<file path="config.mk">
export PLATFORM = sky130hd
export DESIGN_NAME = rv_instr_encoder
export DESIGN_NICKNAME = d
export VERILOG_FILES = /design/src/rtl/rv_instr_encoder.sv
export SDC_FILE = /design/constraint.sdc
export NUM_CORES = 1
export LEC_CHECK = 0
export CORE_MARGIN = 2
export CORE_UTILIZATION = 26
export CTS_CLUSTER_DIAMETER = 80
export CTS_CLUSTER_SIZE = 30
export DETAILED_ROUTE_END_ITERATION = 16
export PLACE_DENSITY = 0.58
export REMOVE_ABC_BUFFERS = 1
export SLEW_MARGIN = 5
export SYNTH_ARGS = -nofsm -noshare
export SYNTH_HDL_FRONTEND = slang
export SYNTH_SLANG_ARGS = --single-unit
</file>
<file path="constraint.sdc">
create_clock -name clk -period 3.5 [get_ports clk]
set_clock_uncertainty 0.2 [all_clocks]
set_input_delay 1.05 -clock clk [delete_from_list [all_inputs] [get_ports clk]]
set_output_delay 1.05 -clock clk [all_outputs]
set_load 0.02 [all_outputs]
</file>
<file path="src/rtl/rv_instr_encoder.sv">
// rv_instr_encoder: turns symbolic RV32I requests (add, addi, branches) into
// 32-bit machine words tagged with a sequential word address.
`default_nettype none

module rv_instr_encoder #(
  parameter int ADDR_W = 8
) (
  input  logic              clk,
  input  logic              rst,
  input  logic              in_valid,
  output logic              in_ready,
  input  logic [2:0]        op,
  input  logic [4:0]        rd,
  input  logic [4:0]        rs1,
  input  logic [4:0]        rs2,
  input  logic [31:0]       imm,
  input  logic              restart,
  output logic              out_valid,
  input  logic              out_ready,
  output logic [31:0]       out_instr,
  output logic [ADDR_W-1:0] out_addr,
  output logic              full,
  output logic              err
);

  localparam logic [0:0] EMPTY = 1'b0;
  localparam logic [0:0] HOLD  = 1'b1;

  logic [0:0]        state_q, state_d;
  logic [31:0]       instr_q, instr_d;
  logic [ADDR_W-1:0] oaddr_q, oaddr_d;
  logic [ADDR_W-1:0] cnt_q, cnt_d;
  logic              full_q, full_d;
  logic              err_q, err_d;

  logic [31:0] enc_instr;
  logic        enc_legal;
  logic [2:0]  br_f3;
  logic        i_imm_ok;
  logic        b_imm_ok;
  logic        accept;

  assign out_valid = (state_q == HOLD);
  assign out_instr = instr_q;
  assign out_addr  = oaddr_q;
  assign full      = full_q;
  assign err       = err_q;

  assign in_ready = (!out_valid || out_ready) && !full_q && !restart;
  assign accept   = in_valid && in_ready;

  // Immediate fits when all bits above the field's sign bit replicate it.
  assign i_imm_ok = (imm[31:11] == {21{imm[31]}});
  assign b_imm_ok = (imm[31:12] == {20{imm[31]}}) && !imm[0];
  // beq/bne map to f3 000/001; ops 4..7 already equal their f3 codes.
  assign br_f3    = op[2] ? op : {2'b00, op[0]};

  always_comb begin
    enc_instr = '0;
    enc_legal = 1'b0;
    case (op)
      3'd0: begin
        enc_instr = {7'b0, rs2, rs1, 3'b000, rd, 7'b0110011};
        enc_legal = 1'b1;
      end
      3'd1: begin
        enc_instr = {imm[11:0], rs1, 3'b000, rd, 7'b0010011};
        enc_legal = i_imm_ok;
      end
      default: begin
        enc_instr = {imm[12], imm[10:5], rs2, rs1, br_f3, imm[4:1], imm[11], 7'b1100011};
        enc_legal = b_imm_ok;
      end
    endcase
  end

  always_comb begin
    state_d = state_q;
    instr_d = instr_q;
    oaddr_d = oaddr_q;
    cnt_d   = cnt_q;
    full_d  = full_q;
    err_d   = err_q;

    if (accept && enc_legal) begin
      state_d = HOLD;
      instr_d = enc_instr;
      oaddr_d = cnt_q;
    end else if (out_valid && out_ready) begin
      state_d = EMPTY;
    end

    // Restart never coincides with acceptance because it forces in_ready low.
    if (restart) begin
      cnt_d  = '0;
      full_d = 1'b0;
      err_d  = 1'b0;
    end else if (accept) begin
      if (enc_legal) begin
        cnt_d = cnt_q + ADDR_W'(1);
        if (cnt_q == {ADDR_W{1'b1}}) begin
          full_d = 1'b1;
        end
      end else begin
        err_d = 1'b1;
      end
    end
  end

  always_ff @(posedge clk or posedge rst) begin
    if (rst) begin
      state_q <= EMPTY;
      instr_q <= '0;
      oaddr_q <= '0;
      cnt_q   <= '0;
      full_q  <= 1'b0;
      err_q   <= 1'b0;
    end else begin
      state_q <= state_d;
      instr_q <= instr_d;
      oaddr_q <= oaddr_d;
      cnt_q   <= cnt_d;
      full_q  <= full_d;
      err_q   <= err_d;
    end
  end

endmodule

`default_nettype wire

</file>
==> results.cfg <==
[synthesis]
synthesis.yosys.warnings = 0
post_synth_main_area_contributors = sky130_fd_sc_hd__dfrtp_1 54%, sky130_fd_sc_hd__mux2_2 9.1%, sky130_fd_sc_hd__nand2_1 6.2%
yosysUniqueCellTypes = 31
synth-seq-area-share = 0.539
synthesis.instances = 217
syn_area_um2 = 2230
synth_area_leader_cell = sky130_fd_sc_hd__dfrtp_1
synth-edff-count = 0
synth_top_area_frac = 0.539
postSynthRegisterBits = 48
postSynth.topFlopCell = sky130_fd_sc_hd__dfrtp_1
async_flop_share = 1.00
synth.avg_cell_area_um2 = 10.3

[final_layout]
drive_above_1_share = 0.139
nets = 378
utilization = 0.428
fin_cells = 428
n_antenna_cell = 0
syn_to_final_growth_pct = 58.5

[detailed_routing]
detail-route-antenna-nets = 0
drt-pass1-iter-count = 4
drt-initial-drc-count = 68
drt-wirelength-per-cell_um = 13.6
detail_route.drc_violations = 0
dr_total_vias = 1966
detail_route.vias_per_cell = 4.59
route.final.wire_length_um = 5800

[sta]
worst_slew_margin_rel = 0.667
worst-slew-pin-transition_ns = 0.492
final_max_slew_viol_count = 0
post-route-min-period_ns = 3.41
finalWorstSetupSlack_ns = 0.0870
rsz_0062_raised_after_global_routing = yes
clock.fmax_ghz = 0.293
setup_violation_total_in_the_final_timing_report = 0
hold_violations = 0
timing.final.crit_share = 0.975

[worst_setup_path]
critical_path.reg2reg.endpoint = cnt_q[7]
cp_top_family = simple AND/OR/NAND/NOR gates
crit_path_top_delay_cell = sky130_fd_sc_hd__or4_1
crit_chain = clkdlybuf4s50_1, or4_1, nor4_4, o22ai_2, o31a_4, nor3_1, mux2_2
timing.critical_path.arrival_ns = 3.41
critPathBufInv = 1
timing.critical_path.required_ns = 3.50
crit_type = in2reg
critical_path_peak_fanout = 6
crit_path_max_incr_delay_ns = 0.57
worst-r2r-cell-count = 6
r2r_setup_slack_ns = 1.27
worstSetupEndpointType = flip-flop
reg2reg_from = out_valid
timing.critical_path.from_type = input port

[placement]
gpl.final_weighted_congestion = 0.758
placed_cells_incl_taps = 419
pre_cts_slack_ns = -0.282
io_buffer_count = 96
place_hpwl_um = 4300

[floorplanning]
row_count = 33
die-area_um2 = 9330
core-area_um2 = 8260
floorplan.io_pins = 99
start_util = 0.270
die_height_um = 96.6
die_w_um = 96.6

[clock_network]
cts_sinks = 48
htreeDepth = 2
worstSkewPairLatency_ns = 0.30
cts.hold.buffers_added = 0
cts_tree = yes
clock_transition_at_the_registers_of_the_reported_paths_ns = 0.10
clock_tree.root_cell = sky130_fd_sc_hd__clkbuf_8
post-cts-setup-buffer-count = 0
clk_path_buf_depth = 2
tritoncts.num_buffers = 5

[power]
vdd_ir_drop_max_mv = 0.245
total_leakage_power_nw = 1.59
cellPowerDensity_nw_per_um2 = 451

[grt]
grt_first_pass_wirelength_um = 9300
global_route.overflow_total = 0
pin_count_of_the_biggest_net_entering_global_routing = 41
antenna_found_initial = 0
grt_use_total = 0.118
via_count_of_the_first_global_routing_pass = 1935

[hold_path]
hold_path_stages = 2
worstHoldEndpoint = out_addr[3]
worstHoldPathType = reg2reg
min-delay-start = out_addr[3]

[status]
run_status = finished, final reports clean

[job]
max-cap-violations = 0
kinds of logic after synthesis:
| group | count (synthesis) | share of synthesized area |
|---|---|---|
| AO/OA/AOI/OAI | 30 | 0.0718 |
| XOR/XNOR | 2 | 0.00786 |
| adder cells (fa/ha/maj) | 1 | 0.00561 |
| buffers and inverters | 17 | 0.0370 |
| flip-flops | 48 | 0.539 |
| multiplexers | 30 | 0.145 |
| other | 1 | 0.00168 |
| AND/OR/NAND/NOR | 88 | 0.192 |
cell usage in the layout, fill, tap and decap left out, drive strengths merged, types with 2 or more instances in the layout:
cell,netlist,layout
o22ai,2,2
clkdlybuf4s50,0,95
nor2,8,8
bufinv,0,2
buf,6,14
or3,3,3
conb,1,2
o21ai,22,22
xor2,2,2
mux2i,12,12
o31a,1,2
nor3,7,7
dfrtp,48,48
or4,3,3
a21oi,3,3
nand4,6,6
mux2,18,18
nor2b,7,7
nand3,6,6
clkbuf,8,5
nand2,37,37
inv,3,4
nor4,3,3
nand2b,4,4
timing repair:
action,CTS,global route
endpoints found under the setup margin,1,7
pin swaps,0,1
gates resized for setup,1,4
gates cloned,0,1
flip-flops by register name, summed over array words and instances (netlist names):
signal,cells
out_addr,8
err,1
out_instr,29
cnt_q,8
full,1
out_valid,1
worst max-delay path by stage:
| stage | startpoint | cells past startpoint | endpoint | slack [ns] |
|---|---|---|---|---|
| after floorplan | op[1] | 6 | cnt_q[5] | -0.30 |
| after global placement | imm[18] | 7 | out_instr[5] | -0.24 |
| after detailed placement | imm[18] | 7 | cnt_q[7] | -0.28 |
| after CTS | imm[18] | 7 | cnt_q[7] | 0.05 |
| after global routing | imm[18] | 7 | cnt_q[5] | -0.001 |
| final | imm[18] | 7 | cnt_q[7] | 0.09 |
routing by layer:
metal | global-route usage | up-vias | wire (um)
li1 | - | 966 | -
met1 | 0.153 | 936 | 2690
met2 | 0.203 | 62 | 2790
met3 | 0.0282 | 2 | 308
met4 | 0.0195 | 0 | 15
met5 | 0 | - | 0
report_power, final:
group          switching [mW]  total [mW]  internal (mW)
clock network           0.196       0.483          0.288
registers              0.0390       0.668          0.629
logic                   0.208       0.444          0.236
worst reg2reg max path, cell delays in order (launching register included):
cell	delay (ns)
sky130_fd_sc_hd__dfrtp_1	0.39
sky130_fd_sc_hd__nor2b_1	0.15
sky130_fd_sc_hd__nor4b_1	0.44
sky130_fd_sc_hd__nand2_1	0.20
sky130_fd_sc_hd__o31a_4	0.18
sky130_fd_sc_hd__nor3_1	0.22
sky130_fd_sc_hd__mux2_2	0.35
per-stage QoR:
step                area (um^2)  total power [mW]  hold slack [ns]  setup TNS (ns)
finish                     3530              1.59            0.290               0
global route               3530              1.68            0.322        -0.00131
CTS                        3500              1.62            0.298               0
detailed placement         3360              1.13            0.273           -7.72
global placement           3360              1.12            0.266           -6.45
floorplan                  2160             0.862            0.290           -7.29
synthesized netlist by cell type (3+ instances only):
| cell | number |
|---|---|
| sky130_fd_sc_hd__dfrtp_1 | 48 |
| sky130_fd_sc_hd__nand2_1 | 37 |
| sky130_fd_sc_hd__inv_1 | 3 |
| sky130_fd_sc_hd__nor3_1 | 7 |
| sky130_fd_sc_hd__clkbuf_1 | 8 |
| sky130_fd_sc_hd__mux2_2 | 18 |
| sky130_fd_sc_hd__nor4_1 | 3 |
| sky130_fd_sc_hd__mux2i_1 | 12 |
| sky130_fd_sc_hd__buf_4 | 3 |
| sky130_fd_sc_hd__nand2b_1 | 4 |
| sky130_fd_sc_hd__nand4_1 | 6 |
| sky130_fd_sc_hd__nor2b_1 | 7 |
| sky130_fd_sc_hd__or4_1 | 3 |
| sky130_fd_sc_hd__nand3_1 | 6 |
| sky130_fd_sc_hd__nor2_1 | 8 |
| sky130_fd_sc_hd__a21oi_1 | 3 |
| sky130_fd_sc_hd__or3_1 | 3 |
| sky130_fd_sc_hd__o21ai_0 | 22 |
area by class of cell:
class	instances	area, um^2
fill	831	4720
sequential	48	1200
timing repair buffer	110	1060
multi-input combinational	154	988
tap	105	131
clock buffer	5	68.8
clock inverter	3	68.8
inverter	3	11.3
No activity file was read; power rests on OpenSTA's default activity.
